[config.mk]
export PLATFORM = sky130hd
export DESIGN_NAME = alu_issue_ctrl
export DESIGN_NICKNAME = d
export VERILOG_FILES = /design/src/rtl/alu_issue_ctrl.sv
export SDC_FILE = /design/constraint.sdc
export NUM_CORES = 1
export LEC_CHECK = 0
export BUFFER_PORTS_ARGS = -buffer_cell sky130_fd_sc_hd__buf_2
export CORE_MARGIN = 5
export CORE_UTILIZATION = 30
export CTS_BUF_LIST = sky130_fd_sc_hd__clkbuf_16
export CTS_CLUSTER_SIZE = 8
export DETAILED_ROUTE_END_ITERATION = 16
export HOLD_SLACK_MARGIN = 0.12
export PLACE_DENSITY = 0.61
export SYNTH_ARGS = -nofsm -noshare
export SYNTH_HDL_FRONTEND = slang
export SYNTH_SLANG_ARGS = --single-unit
export TNS_END_PERCENT = 10
[constraint.sdc]
create_clock -name clk -period 1.8 [get_ports clk]
set_clock_uncertainty 0.1 [all_clocks]
set_input_delay 0.18 -clock clk [delete_from_list [all_inputs] [get_ports clk]]
set_output_delay 0.18 -clock clk [all_outputs]
set_load 0.01 [all_outputs]
[src/rtl/alu_issue_ctrl.sv]
// Register-file sequencer driving a combinational alu: accept, issue, writeback.
// Optional immediate operand B enabled by ALU_ISSUE_CTRL_IMM_EN.
module alu_issue_ctrl #(
  parameter int WIDTH = 8,
  parameter int NREGS = 4,
  localparam int AW = $clog2(NREGS)
) (
  input  logic             clk,
  input  logic             rst,
  input  logic             wr_en,
  input  logic [AW-1:0]    wr_addr,
  input  logic [WIDTH-1:0] wr_data,
  input  logic             cmd_valid,
  output logic             cmd_ready,
  input  logic [2:0]       cmd_op,
  input  logic [AW-1:0]    cmd_src_a,
  input  logic [AW-1:0]    cmd_src_b,
  input  logic [AW-1:0]    cmd_dst,
`ifdef ALU_ISSUE_CTRL_IMM_EN
  input  logic             cmd_use_imm,
  input  logic [WIDTH-1:0] cmd_imm,
`endif
  output logic [WIDTH-1:0] bus_a,
  output logic [WIDTH-1:0] bus_b,
  output logic [2:0]       alu_sel,
  input  logic [WIDTH-1:0] alu_out,
  input  logic             zero,
  input  logic             negative,
  output logic             res_valid,
  output logic [WIDTH-1:0] res_data,
  output logic             res_zero,
  output logic             res_negative
);

  typedef enum logic [1:0] {IDLE, ISSUE, WB} state_t;

  state_t           state_q, state_d;
  logic [WIDTH-1:0] regs_q [NREGS];
  logic [WIDTH-1:0] regs_d [NREGS];
  logic [WIDTH-1:0] bus_a_q, bus_a_d;
  logic [WIDTH-1:0] bus_b_q, bus_b_d;
  logic [2:0]       sel_q, sel_d;
  logic [AW-1:0]    dst_q, dst_d;
  logic             rv_q, rv_d;
  logic [WIDTH-1:0] rd_q, rd_d;
  logic             rz_q, rz_d;
  logic             rn_q, rn_d;
  logic [WIDTH-1:0] op_a, op_b;

  // Same-edge host writes bypass into the operand snapshot.
  always_comb begin
    op_a = (wr_en && wr_addr == cmd_src_a) ? wr_data : regs_q[cmd_src_a];
    op_b = (wr_en && wr_addr == cmd_src_b) ? wr_data : regs_q[cmd_src_b];
`ifdef ALU_ISSUE_CTRL_IMM_EN
    if (cmd_use_imm) op_b = cmd_imm;
`endif
  end

  always_comb begin
    state_d = state_q;
    regs_d  = regs_q;
    bus_a_d = bus_a_q;
    bus_b_d = bus_b_q;
    sel_d   = sel_q;
    dst_d   = dst_q;
    rv_d    = 1'b0;
    rd_d    = rd_q;
    rz_d    = rz_q;
    rn_d    = rn_q;
    if (wr_en) regs_d[wr_addr] = wr_data;
    unique case (state_q)
      IDLE: begin
        if (cmd_valid) begin
          state_d = ISSUE;
          bus_a_d = op_a;
          bus_b_d = op_b;
          sel_d   = cmd_op;
          dst_d   = cmd_dst;
        end
      end
      ISSUE: begin
        state_d        = WB;
        regs_d[dst_q]  = alu_out;
        rv_d           = 1'b1;
        rd_d           = alu_out;
        rz_d           = zero;
        rn_d           = negative;
      end
      WB:      state_d = IDLE;
      default: state_d = IDLE;
    endcase
  end

  always_ff @(posedge clk or posedge rst) begin
    if (rst) begin
      state_q <= IDLE;
      for (int i = 0; i < NREGS; i++) regs_q[i] <= '0;
      bus_a_q <= '0;
      bus_b_q <= '0;
      sel_q   <= '0;
      dst_q   <= '0;
      rv_q    <= 1'b0;
      rd_q    <= '0;
      rz_q    <= 1'b0;
      rn_q    <= 1'b0;
    end else begin
      state_q <= state_d;
      regs_q  <= regs_d;
      bus_a_q <= bus_a_d;
      bus_b_q <= bus_b_d;
      sel_q   <= sel_d;
      dst_q   <= dst_d;
      rv_q    <= rv_d;
      rd_q    <= rd_d;
      rz_q    <= rz_d;
      rn_q    <= rn_d;
    end
  end

  assign cmd_ready    = (state_q == IDLE);
  assign bus_a        = bus_a_q;
  assign bus_b        = bus_b_q;
  assign alu_sel      = sel_q;
  assign res_valid    = rv_q;
  assign res_data     = rd_q;
  assign res_zero     = rz_q;
  assign res_negative = rn_q;

endmodule

# Yosys cells after proc, flatten, opt, wreduce, memory -nomap -nowiden
# Index checks and enable logic that the tools add are counted.
totals:
  in_bits: 33
  reg_bits: 66
  output_inout_bits: 31
  word_cells: 52
op_classes:
  magnitude_cmp: 6
  bitwise: 4
  n_eq_ne: 4
  mux: 19
  n_reduce_logical: 6
ops:
  columns: ["operator", "n"]
  rows:
  - ["$bwmux 32", 2]
  - ["$mux 32", 2]
  - ["$mux 8", 8]
  - ["$bmux 8 s2", 2]
  - ["$demux 8 s2", 2]
  - ["$ge 3x3->1 const B", 4]
  - ["$not 2->3", 4]
  - ["$lt 3x1->1 const B", 2]
  - ["$eq 2x2->1", 2]
  - ["$logic_and 1x1->1", 4]
  - ["$pmux 2 s2", 1]
  - ["$eq 2x1->1 const B", 1]
  - ["$logic_not 2->1", 1]
  - ["$mux 2", 1]
  - ["$ne 2x2->1 const B", 1]
  - ["$reduce_and 2->1", 1]
  - ["$mux 1", 1]

# Longest topological paths before layout
depth:
  ltp_word: 9
  mapped_depth: 5
  depth_no_buf: 4

# Worst setup path before layout
# Ideal clock, no wire load.
synth_timing:
  path_kind: "register to register"
  from: "register state_q[0]"
  to: "register sel_q[0], in the netlist alu_sel[0]"
  required_ns: 1.575
  t_arrival_ns: 1.109
  path_slack_ns: 0.466
  stages_incl_launch_ff: 4
  path_buffers: 1
  cell_sequence: "dfrtp_1 > nor3b_2 > buf_4 > mux2_2"
synth_via:
  elab_chain_cells: 2
synth_rtl:
  columns: ["item", "line_no", "text"]
  rows:
  - ["from (decl)", "37", "state_t state_q, state_d;"]
  - ["from (signal assigned)", "107", "state_q <= state_d;"]
  - ["$logic_not 2->1", "71", "unique case (state_q)"]
  - ["$reduce_and 2->1 (no source line)", null, null]
  - ["to (signal assigned)", "111", "sel_q <= sel_d;"]
  - ["to (decl)", "42", "logic [2:0] sel_q, sel_d;"]
# Every way passes these cells.
# A chain may end at the register's enable or synchronous reset.

# Final worst setup path
layout_timing:
  from: "register state_q[1]"
  to: "register bus_b_q[3], in the netlist bus_b[3]"
layout_via:
  elab_chain_cells: 2
layout_rtl:
  columns: ["item", "line_no", "text"]
  rows:
  - ["$logic_not 2->1", "71", null]
  - ["$reduce_and 2->1 (no source line)", null, null]
  - ["to (signal assigned)", "110", "bus_b_q <= bus_b_d;"]
  - ["to (decl)", "41", "logic [WIDTH-1:0] bus_b_q, bus_b_d;"]
# Every way passes these cells.

==> out/results.tsv <==
stage	metric	value	unit
clocking	H-tree depth	3	
floorplanning	Die Ht	119	um
clocking	CTS buffer count	9	
placement	Final HPWL DP	7.00	mm
worst_hold_path	hold depth	3	
worst_setup_path	crit path max fanout	32	
clocking	# resized after CTS	0	
synth	EDFF count, synth	0	
synth	Async S/R FF share, synth	100	%
global_routing	gr ovfl total	0	
synth	register area share after synthesis	46.2	%
cells_and_area	post-route core utilization	39.1	%
pwr	Power Density	1290	nW/um2
route	WL per Instance	16.7	um
worst_setup_path	Crit Path Category	reg -> reg	
pwr	Comb power frac	31.5	%
floorplanning	full die area	14200	um2
worst_hold_path	hold path endpoint	state_q[0]$_DFFE_PP0P_	
clocking	Root Buffer	clkbuf_16	
route	via count	2825	
worst_hold_path	hold_sp	cmd_valid	
worst_setup_path	Worst R2R Path Depth	4	
floorplanning	I/O pin count	64	
worst_setup_path	required time of the critical path	1940	ps
synth	most area-consuming cells after synthesis	dfrtp_1, mux4_2, mux2i_1	
worst_setup_path	R2R Path End	bus_b[3]$_DFFE_PP0P_	
sta	Final Critical Period	1570	ps
cells_and_area	filler instances	1129	
placement	Place WS	206	ps
clocking	Num Clock Sinks	66	
sta	setup total negative slack	0	ps
floorplanning	Core Area	11600	um2
clocking	clock tree buffer depth	2	
synth	Synth Flop Type	dfrtp_1	
sta	Final Worst Setup Slack	227	ps
worst_setup_path	Arr. time, crit path	1720	ps
global_routing	first-pass GRT wire length	15.6	mm
sta	RSZ-0062 raised after global routing	no	
synth	Avg Cell Area, Syn	11.1	um2
cells_and_area	Layout Cells excl Fill	558	
synth	Yosys top cell by area	dfrtp_1	
job	max-cap violations	0	
global_routing	number of global-route vias before repair	2856	
pwr	Pleak	2.05	nW
sta	fin crit share	87.4	%
route	# DRC	0	
sta	# setup viols final	0	
synth	FF+latch count, synth	66	
placement	post-placement cell area	4030	um2
synth	Yosys warning count	0	
route	ANT nets after route	0	
route	vias per cell	5.06	
clocking	Clk Latency, worst-skew pair	320	ps
sta	Final Hold Vio Count	0	
global_routing	GRT Resource Usage Total	13.8	%
floorplanning	Die Wd	119	um
synth	Mapped Nets	355	
clocking	CTS tree	built	
cells_and_area	post-route cell area	4530	um2
pwr	worst vdd ir	460	uV
global_routing	largest net degree at the start of global routing	34	
pwr	fraction of power spent switching nets	33.0	%
pwr	Flop pwr share	42.8	%
route	DR pass1 iterations	5	
pwr	internal power	3.92	mW
synth	Post-Syn Instances	322	
cells_and_area	Multi-input gate area	1760	um2
placement	RePlAce Congestion	0.847	
cells_and_area	area grow syn2layout	26.7	%
clocking	Clock Pin Slew Worst Setup and Hold Paths	50	ps
placement	PortBufs	63	
pwr	sw power	1.93	mW
cells_and_area	layout cells sized above 1	29.4	%
worst_setup_path	crit start category	flip-flop	
status	run status	finished, final reports clean	
placement	placed cell count	518	
synth	most frequent cell after synthesis	dfrtp_1	
synth	Synth Cell Area	3570	um2
sta	final hold slack	216	ps
worst_hold_path	Hold WC Path Type	in -> reg	
worst_setup_path	Slowest cell on crit path	dfrtp_1	
global_routing	initial antenna violation count	0	
worst_setup_path	Critical Path, Cell by Cell	nor3b_4, buf_4, nor2_1, a31oi_1	
pwr	clock power share	25.7	%
worst_setup_path	reg2reg start	state_q[1]$_DFFE_PP0P_	
synth	top-area cell type share of the netlist area	46.2	%
synth	leading post-synthesis cells by instance count	dfrtp_1, nand2_1, mux2i_1	
synth	number of library cell types mapped by synthesis	27	
worst_setup_path	reg2reg setup slack	230	ps
sta	Max Clock Freq	636	MHz
route	total wire length	9.34	mm
sta	Pins Over Slew Limit	0	
worst_setup_path	max incr delay on CP	480	ps
sta	Least-Margin Pin Slew	481	ps
worst_setup_path	element type at the critical path end	flip-flop	
floorplanning	Core Rows	39	
route	DRT iter0 DRCs	182	
sta	Max-slew headroom	67.9	%
floorplanning	starting density of the core	30.9	%
cells_and_area	FF+latch area	1650	um2
cells_and_area	ANT cells	0	
pwr	Pwr Total	5.86	mW
cells_and_area	Post-layout nets	443	
==> placed cells by master, fill, tap and decap left out, types with 10 or more instances in the layout <==
master         netlist  routed
buf_2                7      63
mux2i_1             32      32
nor2_1              25      25
buf_4                9      11
o21ai_0             14      14
dlygate4sd3_1        0      24
dfrtp_1             66      66
o21ai_1             10      10
nand4_1             16      16
mux4_2              16      16
o31ai_1             16      16
a31oi_1             16      16
nand2_1             54      54
==> flip-flops by register name (all words and copies together) (netlist names) <==
signal / flops
state_q: 2
bus_b: 8
res_zero: 1
bus_a: 8
res_valid: 1
res_data: 8
regs_q: 32
alu_sel: 3
res_negative: 1
dst_q: 2
==> layout make-up <==
type                    count  share of cell area, %
clock inverters             7                  0.663
inverters                   4                  0.415
well taps                 143                   3.95
multi-input cells         230                   39.0
flip-flops and latches     66                   36.5
clock buffers               9                   4.98
repair buffers             99                   14.5
==> worst max path at each step <==
stage,slack (ps),startpoint,end
4_1_cts,200,state_q[1]$_DFFE_PP0P_,bus_b[3]$_DFFE_PP0P_
3_5_place_dp,210,state_q[1]$_DFFE_PP0P_,bus_b[3]$_DFFE_PP0P_
6_report,230,state_q[1]$_DFFE_PP0P_,bus_b[3]$_DFFE_PP0P_
5_1_grt,50,state_q[1]$_DFFE_PP0P_,bus_a[5]$_DFFE_PP0P_
2_1_floorplan,470,state_q[0]$_DFFE_PP0P_,alu_sel[0]$_DFFE_PP0P_
3_3_place_gp,270,state_q[0]$_DFFE_PP0P_,bus_b[2]$_DFFE_PP0P_
==> power groups by stage <==
stage	Combinational [mW]	Sequential [mW]	Clock (mW)
2_1_floorplan	1.15	2.52	0
3_3_place_gp	1.77	2.49	0
3_5_place_dp	1.83	2.52	0
4_1_cts	1.87	2.50	1.55
5_1_grt	2.06	2.59	1.62
6_report	1.84	2.51	1.51
==> metal layers <==
layer / global-route usage [%] / wire, um / vias to the layer above / share of wire, %
met4: 2.68 / 68 / 0 / 0.73
li1: - / - / 1352 / -
met1: 18.9 / 4330 / 1381 / 46
met3: 4.31 / 555 / 7 / 5.9
met2: 21.7 / 4390 / 85 / 47
met5: 0 / 0 / - / 0
==> what timing repair did <==
item                      CTS  global route
hold buffers               24             0
hold endpoints to repair   80             0
buffers inserted            0             0
==> critical path: cells and delay by family (launching register included) <==
family	cells	cell delay (ps)
compound gates	1	160
buf+inv	1	350
flops	1	480
simple gates	2	400
==> cells by family after synthesis <==
family	after synthesis	synth area share, %
and+or+nand+nor	105	14.3
DFF	66	46.2
AOI/OAI and AO/OA	64	10.6
muxes	53	20.6
buffers and inverters	26	4.55
xor gates and xnor gates	8	3.64
No activity file was read; power rests on OpenSTA's default activity.
